### src/rtl/psram_arbiter.sv
`default_nettype none
// ============================================================================
//  Module      : psram_arbiter
//  Description : Two-port burst arbiter in front of a PSRAM controller IP.
//                Grants one command at a time (round-robin on ties), streams
//                BURST_WORDS write beats from the granted port or forwards
//                BURST_WORDS read beats to it, and enforces a minimum spacing
//                of CMD_GAP cycles between cmd_en pulses.
//  Ports       : clk, rst                 - clock / sync active-high reset
//                init_calib               - PSRAM calibration done
//                pN_req_valid/we/addr     - port N command request (N=0,1)
//                pN_req_ready             - one-cycle accept pulse
//                pN_wdata/wmask/wdata_pop - FWFT write beat interface
//                pN_rdata/rdata_valid     - read beat return
//                cmd, cmd_en, addr        - command to PSRAM IP
//                wr_data, data_mask       - write beat to PSRAM IP
//                rd_data, rd_data_valid   - read beat from PSRAM IP
//                busy                     - high in any state but IDLE
//                rd_timeout_err           - sticky: read never answered
//                stray_rd_err             - sticky: unexpected read beat
//  Revision    : 1.0 - initial release
// ============================================================================
module psram_arbiter #(
    parameter int BURST_WORDS = 4,
    parameter int CMD_GAP     = 16,
    parameter int RD_TIMEOUT  = 64
) (
    input  logic        clk,
    input  logic        rst,
    input  logic        init_calib,
    input  logic        p0_req_valid,
    input  logic        p0_req_we,
    input  logic [20:0] p0_req_addr,
    output logic        p0_req_ready,
    input  logic [63:0] p0_wdata,
    input  logic [7:0]  p0_wmask,
    output logic        p0_wdata_pop,
    output logic [63:0] p0_rdata,
    output logic        p0_rdata_valid,
    input  logic        p1_req_valid,
    input  logic        p1_req_we,
    input  logic [20:0] p1_req_addr,
    output logic        p1_req_ready,
    input  logic [63:0] p1_wdata,
    input  logic [7:0]  p1_wmask,
    output logic        p1_wdata_pop,
    output logic [63:0] p1_rdata,
    output logic        p1_rdata_valid,
    output logic        cmd,
    output logic        cmd_en,
    output logic [20:0] addr,
    output logic [63:0] wr_data,
    output logic [7:0]  data_mask,
    input  logic [63:0] rd_data,
    input  logic        rd_data_valid,
    output logic        busy,
    output logic        rd_timeout_err,
    output logic        stray_rd_err
);

    localparam int c_BEAT_W = $clog2(BURST_WORDS) + 1;
    localparam int c_GAP_W  = $clog2(CMD_GAP) + 1;
    localparam int c_TMO_W  = $clog2(RD_TIMEOUT) + 1;

    localparam logic [c_BEAT_W-1:0] c_BEAT_ONE  = c_BEAT_W'(1);
    localparam logic [c_BEAT_W-1:0] c_BEAT_LAST = c_BEAT_W'(BURST_WORDS - 1);
    localparam logic [c_GAP_W-1:0]  c_GAP_ONE   = c_GAP_W'(1);
    localparam logic [c_GAP_W-1:0]  c_GAP_LAST  = c_GAP_W'(CMD_GAP - 1);
    localparam logic [c_GAP_W-1:0]  c_GAP_FIRST = (CMD_GAP > 1) ? c_GAP_ONE : '0;
    localparam logic [c_TMO_W-1:0]  c_TMO_ONE   = c_TMO_W'(1);
    localparam logic [c_TMO_W-1:0]  c_TMO_LAST  = c_TMO_W'(RD_TIMEOUT - 1);

    localparam logic [2:0] S_WAIT_CALIB = 3'd0;
    localparam logic [2:0] S_IDLE       = 3'd1;
    localparam logic [2:0] S_WR_BURST   = 3'd2;
    localparam logic [2:0] S_RD_WAIT    = 3'd3;
    localparam logic [2:0] S_RD_BURST   = 3'd4;
    localparam logic [2:0] S_GAP        = 3'd5;

    logic [2:0]          r_state;
    logic [2:0]          w_state_nxt;
    logic                r_last_grant;
    logic                r_gnt;
    logic [c_BEAT_W-1:0] r_beat;
    logic [c_GAP_W-1:0]  r_gap;
    logic [c_TMO_W-1:0]  r_tmo;
    logic                r_tmo_err;
    logic                r_stray_err;

    logic                w_pick;
    logic                w_grant;
    logic                w_fwd;
    logic                w_timeout;
    logic                w_stray;
    logic                w_sel_we;
    logic [20:0]         w_sel_addr;
    logic [63:0]         w_gnt_wdata;
    logic [7:0]          w_gnt_wmask;
    logic [2:0]          w_after_burst;

    // Tie goes to the port that did not win last time.
    assign w_pick      = (p0_req_valid && p1_req_valid) ? ~r_last_grant : p1_req_valid;
    assign w_sel_we    = w_pick ? p1_req_we   : p0_req_we;
    assign w_sel_addr  = w_pick ? p1_req_addr : p0_req_addr;
    assign w_gnt_wdata = r_gnt  ? p1_wdata    : p0_wdata;
    assign w_gnt_wmask = r_gnt  ? p1_wmask    : p0_wmask;

    // r_gap holds the number of cycles since cmd_en (saturating), so when it
    // reads CMD_GAP-1 this cycle the next cycle may already issue a command.
    assign w_after_burst = (r_gap == c_GAP_LAST) ? S_IDLE : S_GAP;

    assign w_stray = rd_data_valid && (r_state != S_RD_WAIT) && (r_state != S_RD_BURST);

    always_comb begin
        w_state_nxt  = r_state;
        w_grant      = 1'b0;
        w_fwd        = 1'b0;
        w_timeout    = 1'b0;
        cmd_en       = 1'b0;
        cmd          = 1'b0;
        addr         = '0;
        wr_data      = '0;
        data_mask    = '0;
        p0_req_ready = 1'b0;
        p1_req_ready = 1'b0;
        p0_wdata_pop = 1'b0;
        p1_wdata_pop = 1'b0;
        case (r_state)
            S_WAIT_CALIB: begin
                if (init_calib) w_state_nxt = S_IDLE;
            end
            S_IDLE: begin
                if (!init_calib) begin
                    w_state_nxt = S_WAIT_CALIB;
                end else if (p0_req_valid || p1_req_valid) begin
                    w_grant      = 1'b1;
                    cmd_en       = 1'b1;
                    cmd          = w_sel_we;
                    addr         = w_sel_addr;
                    p0_req_ready = ~w_pick;
                    p1_req_ready = w_pick;
                    if (w_sel_we) begin
                        // First beat goes out alongside the command.
                        wr_data      = w_pick ? p1_wdata : p0_wdata;
                        data_mask    = w_pick ? p1_wmask : p0_wmask;
                        p0_wdata_pop = ~w_pick;
                        p1_wdata_pop = w_pick;
                        w_state_nxt  = (BURST_WORDS == 1) ? S_GAP : S_WR_BURST;
                    end else begin
                        w_state_nxt  = S_RD_WAIT;
                    end
                end
            end
            S_WR_BURST: begin
                wr_data      = w_gnt_wdata;
                data_mask    = w_gnt_wmask;
                p0_wdata_pop = ~r_gnt;
                p1_wdata_pop = r_gnt;
                if (r_beat == c_BEAT_LAST) w_state_nxt = w_after_burst;
            end
            S_RD_WAIT: begin
                if (rd_data_valid) begin
                    w_fwd       = 1'b1;
                    w_state_nxt = (BURST_WORDS == 1) ? w_after_burst : S_RD_BURST;
                end else if (r_tmo == c_TMO_LAST) begin
                    w_timeout   = 1'b1;
                    w_state_nxt = S_GAP;
                end
            end
            S_RD_BURST: begin
                if (rd_data_valid) begin
                    w_fwd = 1'b1;
                    if (r_beat == c_BEAT_LAST) w_state_nxt = w_after_burst;
                end
            end
            S_GAP: begin
                if (r_gap == c_GAP_LAST) w_state_nxt = S_IDLE;
            end
            default: w_state_nxt = S_WAIT_CALIB;
        endcase
    end

    always_ff @(posedge clk) begin
        if (rst) begin
            r_state      <= S_WAIT_CALIB;
            r_last_grant <= 1'b1;
            r_gnt        <= 1'b0;
            r_beat       <= '0;
            r_gap        <= '0;
            r_tmo        <= '0;
            r_tmo_err    <= 1'b0;
            r_stray_err  <= 1'b0;
        end else begin
            r_state     <= w_state_nxt;
            r_tmo_err   <= r_tmo_err | w_timeout;
            r_stray_err <= r_stray_err | w_stray;
            if (w_grant) begin
                r_gnt        <= w_pick;
                r_last_grant <= w_pick;
                // Writes have already moved one beat in the grant cycle.
                r_beat       <= w_sel_we ? c_BEAT_ONE : '0;
                r_gap        <= c_GAP_FIRST;
                r_tmo        <= c_TMO_ONE;
            end else begin
                if (r_gap != c_GAP_LAST) r_gap <= r_gap + c_GAP_ONE;
                if ((r_state == S_WR_BURST) || w_fwd) r_beat <= r_beat + c_BEAT_ONE;
                if ((r_state == S_RD_WAIT) && (r_tmo != c_TMO_LAST)) r_tmo <= r_tmo + c_TMO_ONE;
            end
        end
    end

    assign p0_rdata_valid = w_fwd & ~r_gnt;
    assign p1_rdata_valid = w_fwd &  r_gnt;
    assign p0_rdata       = p0_rdata_valid ? rd_data : '0;
    assign p1_rdata       = p1_rdata_valid ? rd_data : '0;
    assign busy           = (r_state != S_IDLE);
    assign rd_timeout_err = r_tmo_err;
    assign stray_rd_err   = r_stray_err;

endmodule
`default_nettype wire

### config.mk
export PLATFORM = sky130hd
export DESIGN_NAME = psram_arbiter
export DESIGN_NICKNAME = d
export VERILOG_FILES = /design/src/rtl/psram_arbiter.sv
export SDC_FILE = /design/constraint.sdc
export NUM_CORES = 1
export LEC_CHECK = 0
export ABC_CLOCK_PERIOD_IN_PS = 2000
export BUFFER_PORTS_ARGS = -buffer_cell sky130_fd_sc_hd__buf_2
export CAP_MARGIN = 20
export CORE_AREA = 2 2 189 191
export CTS_BUF_LIST = sky130_fd_sc_hd__clkbuf_8
export CTS_CLUSTER_DIAMETER = 80
export CTS_CLUSTER_SIZE = 16
export DETAILED_ROUTE_END_ITERATION = 12
export DIE_AREA = 0 0 191 193
export HOLD_SLACK_MARGIN = 0.03
export PLACE_DENSITY_LB_ADDON = 0.08
export SETUP_SLACK_MARGIN = 0.3
export SLEW_MARGIN = 20
export SYNTH_ARGS = -nofsm -noshare
export SYNTH_HDL_FRONTEND = slang
export SYNTH_SLANG_ARGS = --single-unit
### constraint.sdc
create_clock -name clk -period 2 [get_ports clk]
set_input_delay 0.4 -clock clk [delete_from_list [all_inputs] [get_ports clk]]
set_output_delay 0.4 -clock clk [all_outputs]
set_load 0.05 [all_outputs]
==> results.py, run 1 <==
metrics = {
    "status": {
        "run_status": "finished with violations",
        "violations": "setup timing",
    },
    "critical_path": {
        "crit_path_end_kind": "output port",
        "critPathRequiredTime_ps": 1600,
        "critPathKind": "flip-flop to output port",
        "cp-start-kind": "flip-flop",
        "crit_arrival_ps": 2040,
        "crit_fanout": 18,
    },
    "clock_network": {
        "numClockSinks": 22,
        "cts.htree.levels": 1,
        "hold_buffers": 0,
        "clk_pin_slew_ps": 90,
        "cts-root-buf": "clkbuf_8",
        "cts_tree": "built",
        "clock_path_buffers": 2,
        "cts-buffers-inserted": 3,
        "clk_latency_ps": 270,
    },
    "route": {
        "first_pass_iters": 4,
        "drc": 0,
        "wl_per_cell_um": 20.8,
        "ant_nets": 0,
        "drt_iter0_markers": 128,
        "routed_wl_mm": 29.9,
        "via_per_inst": 3.85,
        "via_count": 5529,
    },
    "timing": {
        "setup_ws_ps": -436,
        "setup_violations": 229,
        "maxSlewViolCount": 0,
        "fmax_mhz": 411,
        "final-hold-violation-count": 0,
        "period_minus_slack_ps": 2440,
        "rsz0062_at_grt": "yes",
        "worstMarginPinSlew_ps": 490,
        "fin_crit_sh": 1.22,
        "clock_skew_ps": 9.47,
        "max_slew_margin": 0.673,
    },
    "yosys": {
        "synth_area_sq_um": 3250,
        "ys_seq_area_frac": 0.135,
        "synthMostInstantiatedCell": "and2_1",
        "synth_ff_type": "dfxtp_1",
        "synth_common_cells": "and2_1 (129), a22o_1 (74), nand2_1 (47), a21oi_1 (29), dfxtp_1 (22)",
        "yosys_warnings": 0,
        "netlist.area_leader.share": 0.248,
        "synth_edf_count": 0,
        "ys_types": 54,
        "avgSynthCellArea_sq_um": 7.26,
        "syn-num-nets": 711,
        "ys_ff_latch": 22,
        "async_flop_share": 0,
        "synth_area_leaders": "and2_1 (25%), a22o_1 (20%), dfxtp_1 (14%)",
        "synth_top_area_cell": "and2_1",
        "synthCells": 448,
    },
    "final_layout": {
        "area_growth_pct": 228,
        "seqCellArea_sq_um": 452,
        "final_nets": 1239,
        "nFillCells": 3677,
        "final_cells": 1437,
        "multi_input_area_sq_um": 3640,
        "drive_gt1_frac": 0.842,
    },
    "floorplanning": {
        "die_y_um": 193,
        "core_sq_um": 35000,
        "initial_utilization": 0.0930,
        "fp-row-count": 69,
        "dieArea_sq_um": 36900,
        "die_w_um": 191,
        "io_pins": 490,
    },
    "global_route": {
        "antenna_found_initial": 2,
        "grt_max_degree": 66,
        "grt-ovfl-total": 0,
        "grt_pass1_wl_mm": 36.9,
        "grt_pass1_vias": 5220,
        "track_usage": 0.135,
    },
    "place": {
        "dp_hpwl_mm": 22.7,
        "dp_cells": 1399,
        "io_buffer_count": 489,
        "gp_congestion": 0.808,
        "dp_slack_ps": -255,
    },
    "power": {
        "clkPwrFrac": 0.062,
        "power.leakage_nw": 5.06,
        "ir_drop_mv": 0.307,
        "netSwitchingPower_mw": 2.71,
        "combPwrFrac": 0.836,
        "power.share.switching": 0.498,
        "p_per_area_nw_per_um2": 510,
        "pwr-share-seq": 0.102,
        "p_int_mw": 2.73,
    },
    "hold_path": {
        "hold_path.class": "flip-flop to flip-flop",
    },
    "flow_run": {
        "drv_cap": 0,
    },
}
## cell usage in the layout (no fill, tap or decap), types with 10 or more instances in the layout
cell | Yosys | layout
buf_12 | 0 | 63
nand2_1 | 47 | 46
a22o_4 | 0 | 56
buf_4 | 4 | 29
buf_6 | 15 | 68
and2_4 | 1 | 103
a22o_2 | 0 | 18
and2_2 | 0 | 26
a21oi_4 | 0 | 22
buf_8 | 0 | 129
dfxtp_1 | 22 | 17
nor2_1 | 21 | 18
clkbuf_16 | 0 | 10
buf_2 | 12 | 259
## layout make-up
type                    count  share of cell area
well taps                 461              0.0540
inverters                   6             0.00234
repair buffers            565               0.555
multi-input cells         378               0.341
clock buffers               4             0.00516
diodes                      1            0.000234
flip-flops and latches     22              0.0423
## power groups by stage
stage / clock, mW / sequential (mW) / combinational (mW)
3_5_place_dp: 0 / 0.556 / 3.60
5_1_grt: 0.374 / 0.562 / 4.75
3_3_place_gp: 0 / 0.559 / 3.62
6_report: 0.339 / 0.553 / 4.55
4_1_cts: 0.359 / 0.549 / 3.91
2_1_floorplan: 0 / 0.530 / 2.35
## cell families after synthesis
logic type,Yosys count,share of synthesized area
XOR/XNOR,8,0.0215
adder cells (fa/ha/maj),5,0.0192
multiplexers,6,0.0188
AND/OR/NAND/NOR,226,0.387
AO/OA/AOI/OAI,132,0.318
buffers and inverters,49,0.101
flip-flops,22,0.135
## routing by layer
layer | track usage | wire length, um | vias to the layer above | part of all wire
li1 | - | - | 2645 | -
met1 | 0.156 | 11700 | 2690 | 0.39
met2 | 0.261 | 16200 | 176 | 0.54
met3 | 0.0215 | 1630 | 16 | 0.054
met4 | 0.0221 | 335 | 2 | 0.011
met5 | 0 | 9 | - | 0.00030
## critical path, stage by stage (launching register included)
cell and delay (ps):
dfxtp_4 390, and4bb_4 260, and2_4 170, a22o_4 300
buf_12 180, a22o_2 290, buf_12 150
## worst paths after layout
path | startpoint | end | slack [ps] | cells after the start
worst max-delay path | r_state[1]$_SDFFE_PP0P_ | wr_data[55] | -440 | 6
worst max register to register | r_gap[0]$_SDFFE_PP0P_ | r_state[2]$_SDFFE_PP0P_ | 320 | 7
worst min register to register | r_tmo[6]$_SDFFE_PP0P_ | r_tmo[6]$_SDFFE_PP0P_ | 470 | 2
worst min-delay path | r_tmo[6]$_SDFFE_PP0P_ | r_tmo[6]$_SDFFE_PP0P_ | 470 | 2
## flip-flops by register name, summed over array words and instances (netlist names)
name / cells
r_last_grant: 1
r_state: 3
r_gap: 5
r_beat: 3
stray_rd_err: 1
rd_timeout_err: 1
r_gnt: 1
r_tmo: 7
## metrics by stage
stage	TNS [ps]	utilization	power [mW]	hold WS [ps]	cell area [sq um]
6_report	-70650	0.305	5.45	471	10700
5_1_grt	-87080	0.305	5.69	477	10700
4_1_cts	-81500	0.264	4.82	476	9240
3_5_place_dp	-35840	0.227	4.15	461	7950
3_3_place_gp	-40820	0.227	4.18	458	7950
2_1_floorplan	-14320	-	2.88	431	4180
## what timing repair did
| action | in CTS | in global routing |
|---|---|---|
| buffers inserted | 8 | 5 |
| resized for setup | 336 | 380 |
| pin swaps | 22 | 82 |
| cloned | 5 | 15 |
| setup endpoints to repair | 244 | 246 |
No activity file was read; power rests on OpenSTA's default activity.
==> run 2, diff against run 1 <==
Settings changed: MAX_ROUTING_LAYER from default to met4.
==> run 2 against run 1 <==
The flow still finishes with violations (setup timing). Setup slack got worse by 18 ps. Clock-buffer cell count is the same. Fmax is 0.73% lower. Critical endpoint unchanged. Largest power group unchanged.
==> results.py, run 2 (synthesis gave the netlist of run 1 again) <==
metrics = {
    "timing": {
        "clock_skew_ps": 9.14,
        "fin_crit_sh": 1.23,
        "worstMarginPinSlew_ps": 491,
        "final.setup.tns_ps": -72750,
        "setup_violations": 229,
        "setup_ws_ps": -454,
        "maxSlewViolCount": 0,
        "period_minus_slack_ps": 2450,
        "max_slew_margin": 0.673,
        "rsz0062_at_grt": "yes",
        "fmax_mhz": 408,
        "final-hold-violation-count": 0,
    },
    "global_route": {
        "grt_max_degree": 66,
        "antenna_found_initial": 2,
        "grt_pass1_vias": 5223,
        "grt_pass1_wl_mm": 36.8,
        "grt-ovfl-total": 0,
        "track_usage": 0.139,
    },
    "critical_path": {
        "crit_fanout": 18,
        "crit_path_end_kind": "output port",
        "critPathRequiredTime_ps": 1600,
        "crit_arrival_ps": 2050,
        "cp-start-kind": "flip-flop",
        "critPathKind": "flip-flop to output port",
    },
    "power": {
        "p_per_area_nw_per_um2": 511,
        "power.leakage_nw": 5.08,
        "ir_drop_mv": 0.306,
        "total_power_mw": 5.47,
    },
    "final_layout": {
        "drive_gt1_frac": 0.843,
        "reg_top3": "r_tmo x7, r_gap x5",
        "utilization": 0.306,
        "area_growth_pct": 229,
        "seqCellArea_sq_um": 452,
        "largest_register_ffs": 7,
        "final_common_cell": "buf_2",
        "nFillCells": 3684,
        "final_cells": 1441,
        "final_nets": 1242,
        "final_cell_mix": "buf_2 (259), buf_8 (134), and2_4 (97), buf_6 (65), buf_12 (62)",
        "multi_input_area_sq_um": 3630,
        "top_register": "r_tmo",
    },
    "clock_network": {
        "cts.htree.levels": 1,
        "hold_buffers": 0,
        "clk_latency_ps": 270,
        "clock_path_buffers": 2,
        "cts-buffers-inserted": 3,
        "numClockSinks": 22,
        "cts-root-buf": "clkbuf_8",
        "clk_pin_slew_ps": 90,
        "cts_tree": "built",
    },
    "route": {
        "drc": 0,
        "wl_per_cell_um": 20.9,
        "first_pass_iters": 5,
        "ant_nets": 0,
        "via_per_inst": 3.85,
        "routed_wl_mm": 30.1,
        "drt_iter0_markers": 120,
        "via_count": 5546,
    },
    "floorplanning": {
        "initial_utilization": 0.0930,
        "die_w_um": 191,
        "core_sq_um": 35000,
        "fp-row-count": 69,
        "die_y_um": 193,
        "io_pins": 490,
        "dieArea_sq_um": 36900,
    },
    "place": {
        "gp_congestion": 0.820,
        "dp_cells": 1399,
        "io_buffer_count": 489,
        "dp_slack_ps": -255,
        "dp_hpwl_mm": 22.7,
    },
    "status": {
        "run_status": "finished with violations",
        "violations": "setup timing",
    },
    "hold_path": {
        "hold_path.class": "flip-flop to flip-flop",
    },
    "flow_run": {
        "drv_cap": 0,
    },
}
==> run 2: final cells by class <==
class | instances | area share
sequential | 22 | 0.0422
tap | 461 | 0.0539
antenna | 2 | 0.000468
clock buffer | 4 | 0.00514
multi-input combinational | 378 | 0.340
inverter | 6 | 0.00234
timing repair buffer | 568 | 0.556
==> run 2: timing repair <==
| action | CTS | global route |
|---|---|---|
| cloned | 5 | 16 |
| pin swaps | 22 | 82 |
| buffers inserted | 8 | 7 |
| endpoints found under the setup margin | 244 | 246 |
| gates resized for setup | 336 | 377 |
==> run 2: power by group <==
group | switching (mW) | internal (mW) | total, mW
combinational | 2.50 | 2.08 | 4.58
clock | 0.163 | 0.176 | 0.339
sequential | 0.0628 | 0.490 | 0.553
==> run 2: per-layer routing <==
layer / wire length (um) / share of wire / global-route usage / vias to the layer above
met2: 16000 / 0.53 / 0.260 / 179
met5: 0 / 0 / - / -
li1: - / - / - / 2651
met4: 417 / 0.014 / 0.0247 / 0
met1: 12100 / 0.40 / 0.157 / 2698
met3: 1480 / 0.049 / 0.0192 / 18
==> run 2: worst paths after layout <==
check                                        startpoint                       to  slack (ps)  cells after the start
worst max-delay path            r_state[1]$_SDFFE_PP0P_              wr_data[55]        -450                      6
worst min-delay path              r_tmo[6]$_SDFFE_PP0P_    r_tmo[6]$_SDFFE_PP0P_         470                      2
worst max register to register    r_gap[0]$_SDFFE_PP0P_  r_state[2]$_SDFFE_PP0P_         310                      7
worst min register to register    r_tmo[6]$_SDFFE_PP0P_    r_tmo[6]$_SDFFE_PP0P_         470                      2
==> run 2: worst max-delay path: stages, from the launching register on <==
cell,delay (ps)
dfxtp_4,390
and4bb_4,260
and2_4,170
a22o_4,300
buf_12,190
a22o_2,290
buf_12,150
==> run 2: metrics by stage <==
stage	hold WS, ps	instance area, sq um
2_1_floorplan	431	4180
3_3_place_gp	458	7950
3_5_place_dp	461	7950
4_1_cts	476	9240
5_1_grt	477	10700
6_report	469	10700
==> run 3, diff against run 2 <==
Settings changed: SKIP_CTS_REPAIR_TIMING from default to 1.
==> run 3 against run 2 <==
Worst hold slack better by 1.8 ps. Clock-buffer cell count unchanged. Final cell count up 0.62%. Setup slack better by 45 ps. Wire length up 0.33%. Power down 0.62%. Clock skew up 1.1 ps. Critical path depth unchanged. Largest power group unchanged. The run still ends with setup timing left. Via count up 0.69%.
==> results.py, run 3 (synthesis gave the netlist of run 1 again) <==
metrics = {
    "final_layout": {
        "final_common_cell": "buf_2",
        "final_cell_mix": "buf_2 (259), buf_8 (111), and2_4 (105), buf_6 (91), buf_12 (58)",
        "seqCellArea_sq_um": 454,
        "drive_gt1_frac": 0.849,
        "final_area_sq_um": 10600,
        "area_growth_pct": 226,
        "nFillCells": 3690,
        "largest_register_ffs": 7,
        "top_register": "r_tmo",
        "reg_top3": "r_tmo x7, r_gap x5",
        "multi_input_area_sq_um": 3680,
        "final_cells": 1450,
        "final_nets": 1246,
    },
    "route": {
        "drt_iter0_markers": 90,
        "first_pass_iters": 4,
        "via_count": 5584,
        "wl_per_cell_um": 20.8,
        "via_per_inst": 3.85,
        "routed_wl_mm": 30.2,
        "ant_nets": 0,
        "drc": 0,
    },
    "place": {
        "gp_congestion": 0.820,
        "io_buffer_count": 489,
        "dp_hpwl_mm": 22.7,
        "dp_cells": 1399,
        "dp_slack_ps": -255,
        "place_area_sq_um": 7950,
    },
    "floorplanning": {
        "die_y_um": 193,
        "die_w_um": 191,
        "initial_utilization": 0.0930,
        "fp-row-count": 69,
        "dieArea_sq_um": 36900,
        "core_sq_um": 35000,
        "io_pins": 490,
    },
    "timing": {
        "setup_violations": 228,
        "rsz0062_at_grt": "yes",
        "hold_slack_ps": 471,
        "maxSlewViolCount": 0,
        "final-hold-violation-count": 0,
        "max_slew_margin": 0.706,
        "fin_crit_sh": 1.20,
        "worstMarginPinSlew_ps": 441,
        "period_minus_slack_ps": 2410,
        "fmax_mhz": 415,
        "setup_ws_ps": -408,
        "clock_skew_ps": 10.2,
    },
    "hold_path": {
        "hold_path.class": "flip-flop to flip-flop",
    },
    "power": {
        "power.share.switching": 0.502,
        "clkPwrFrac": 0.062,
        "pwr-share-seq": 0.102,
        "power.leakage_nw": 5.03,
        "ir_drop_mv": 0.310,
        "combPwrFrac": 0.835,
        "p_int_mw": 2.71,
        "netSwitchingPower_mw": 2.73,
        "p_per_area_nw_per_um2": 512,
    },
    "critical_path": {
        "critPathRequiredTime_ps": 1600,
        "crit_chain": "and4bb_4 -> and2_4 -> a22o_4 -> buf_12 -> a22o_2 -> buf_6",
        "reg2reg_slack_ps": 180,
        "cp_slowest_cell": "dfxtp_4",
        "cp-start-kind": "flip-flop",
        "path_buf_inv": 2,
        "max_stage_delay_ps": 400,
        "critPathTopFamily": "compound AO/OA/AOI/OAI gates",
        "crit_path_end_kind": "output port",
        "critPathKind": "flip-flop to output port",
        "crit_fanout": 9,
        "crit_arrival_ps": 2010,
    },
    "clock_network": {
        "cts_tree": "built",
        "cts.htree.levels": 1,
        "clk_latency_ps": 270,
        "clock_path_buffers": 2,
        "cts-root-buf": "clkbuf_8",
        "clk_pin_slew_ps": 90,
        "numClockSinks": 22,
        "cts-buffers-inserted": 3,
    },
    "global_route": {
        "grt-ovfl-total": 0,
        "grt_pass1_wl_mm": 34.8,
        "antenna_found_initial": 7,
        "grt_pass1_vias": 4974,
        "grt_max_degree": 66,
        "track_usage": 0.131,
    },
    "flow_run": {
        "drv_cap": 0,
    },
    "status": {
        "run_status": "finished with violations",
        "violations": "setup timing",
    },
}
run 3: cell count changes in the layout (fill, tap and decap cells not counted), moves of 5 or more:
cell      previous run  this run
a22o_2              18        23
and2_2              32        24
and2_4              97       105
buf_16               7         1
buf_6               65        91
buf_8              134       111
clkbuf_4             0         5
diode_2              2         7
run 3: layout make-up:
| type | instances | area share |
|---|---|---|
| clock buffer | 4 | 0.00519 |
| timing repair buffer | 570 | 0.546 |
| multi-input combinational | 380 | 0.347 |
| sequential | 22 | 0.0428 |
| tap | 461 | 0.0543 |
| antenna | 7 | 0.00165 |
| inverter | 6 | 0.00330 |
run 3: layer usage:
layer | up-vias | track usage | routed length, um
met2 | 198 | 0.250 | 16400
met5 | - | - | 0
met4 | 0 | 0.0244 | 437
li1 | 2673 | - | -
met1 | 2693 | 0.143 | 11900
met3 | 20 | 0.0215 | 1480
run 3: final timing paths:
kind / from / to / cells past startpoint
setup / recovery: r_state[1]$_SDFFE_PP0P_ / wr_data[52] / 6
setup reg to reg: r_state[1]$_SDFFE_PP0P_ / r_beat[0]$_SDFFE_PP0P_ / 8
hold / removal: r_tmo[6]$_SDFFE_PP0P_ / r_tmo[6]$_SDFFE_PP0P_ / 2
hold reg to reg: r_tmo[6]$_SDFFE_PP0P_ / r_tmo[6]$_SDFFE_PP0P_ / 2
run 3: through the flow:
stage / setup TNS (ps) / total power [mW] / util
global placement: -40820 / 4.18 / 0.227
floorplan: -14320 / 2.88 / -
finish: -75850 / 5.44 / 0.304
CTS: -106770 / 4.52 / 0.229
detailed placement: -35840 / 4.15 / 0.227
global route: -91210 / 5.68 / 0.304
run 3: power groups by stage:
stage	combinational (mW)	clock (mW)	sequential, mW
finish	4.54	0.339	0.557
CTS	3.61	0.359	0.545
global route	4.74	0.375	0.567
detailed placement	3.60	0	0.556
global placement	3.62	0	0.559
floorplan	2.35	0	0.530
run 3: worst min-delay path, delay by kind of cell, from the launching register on:
kind          cells  cell delay [ps]
simple gates      2               90
flops             1              340
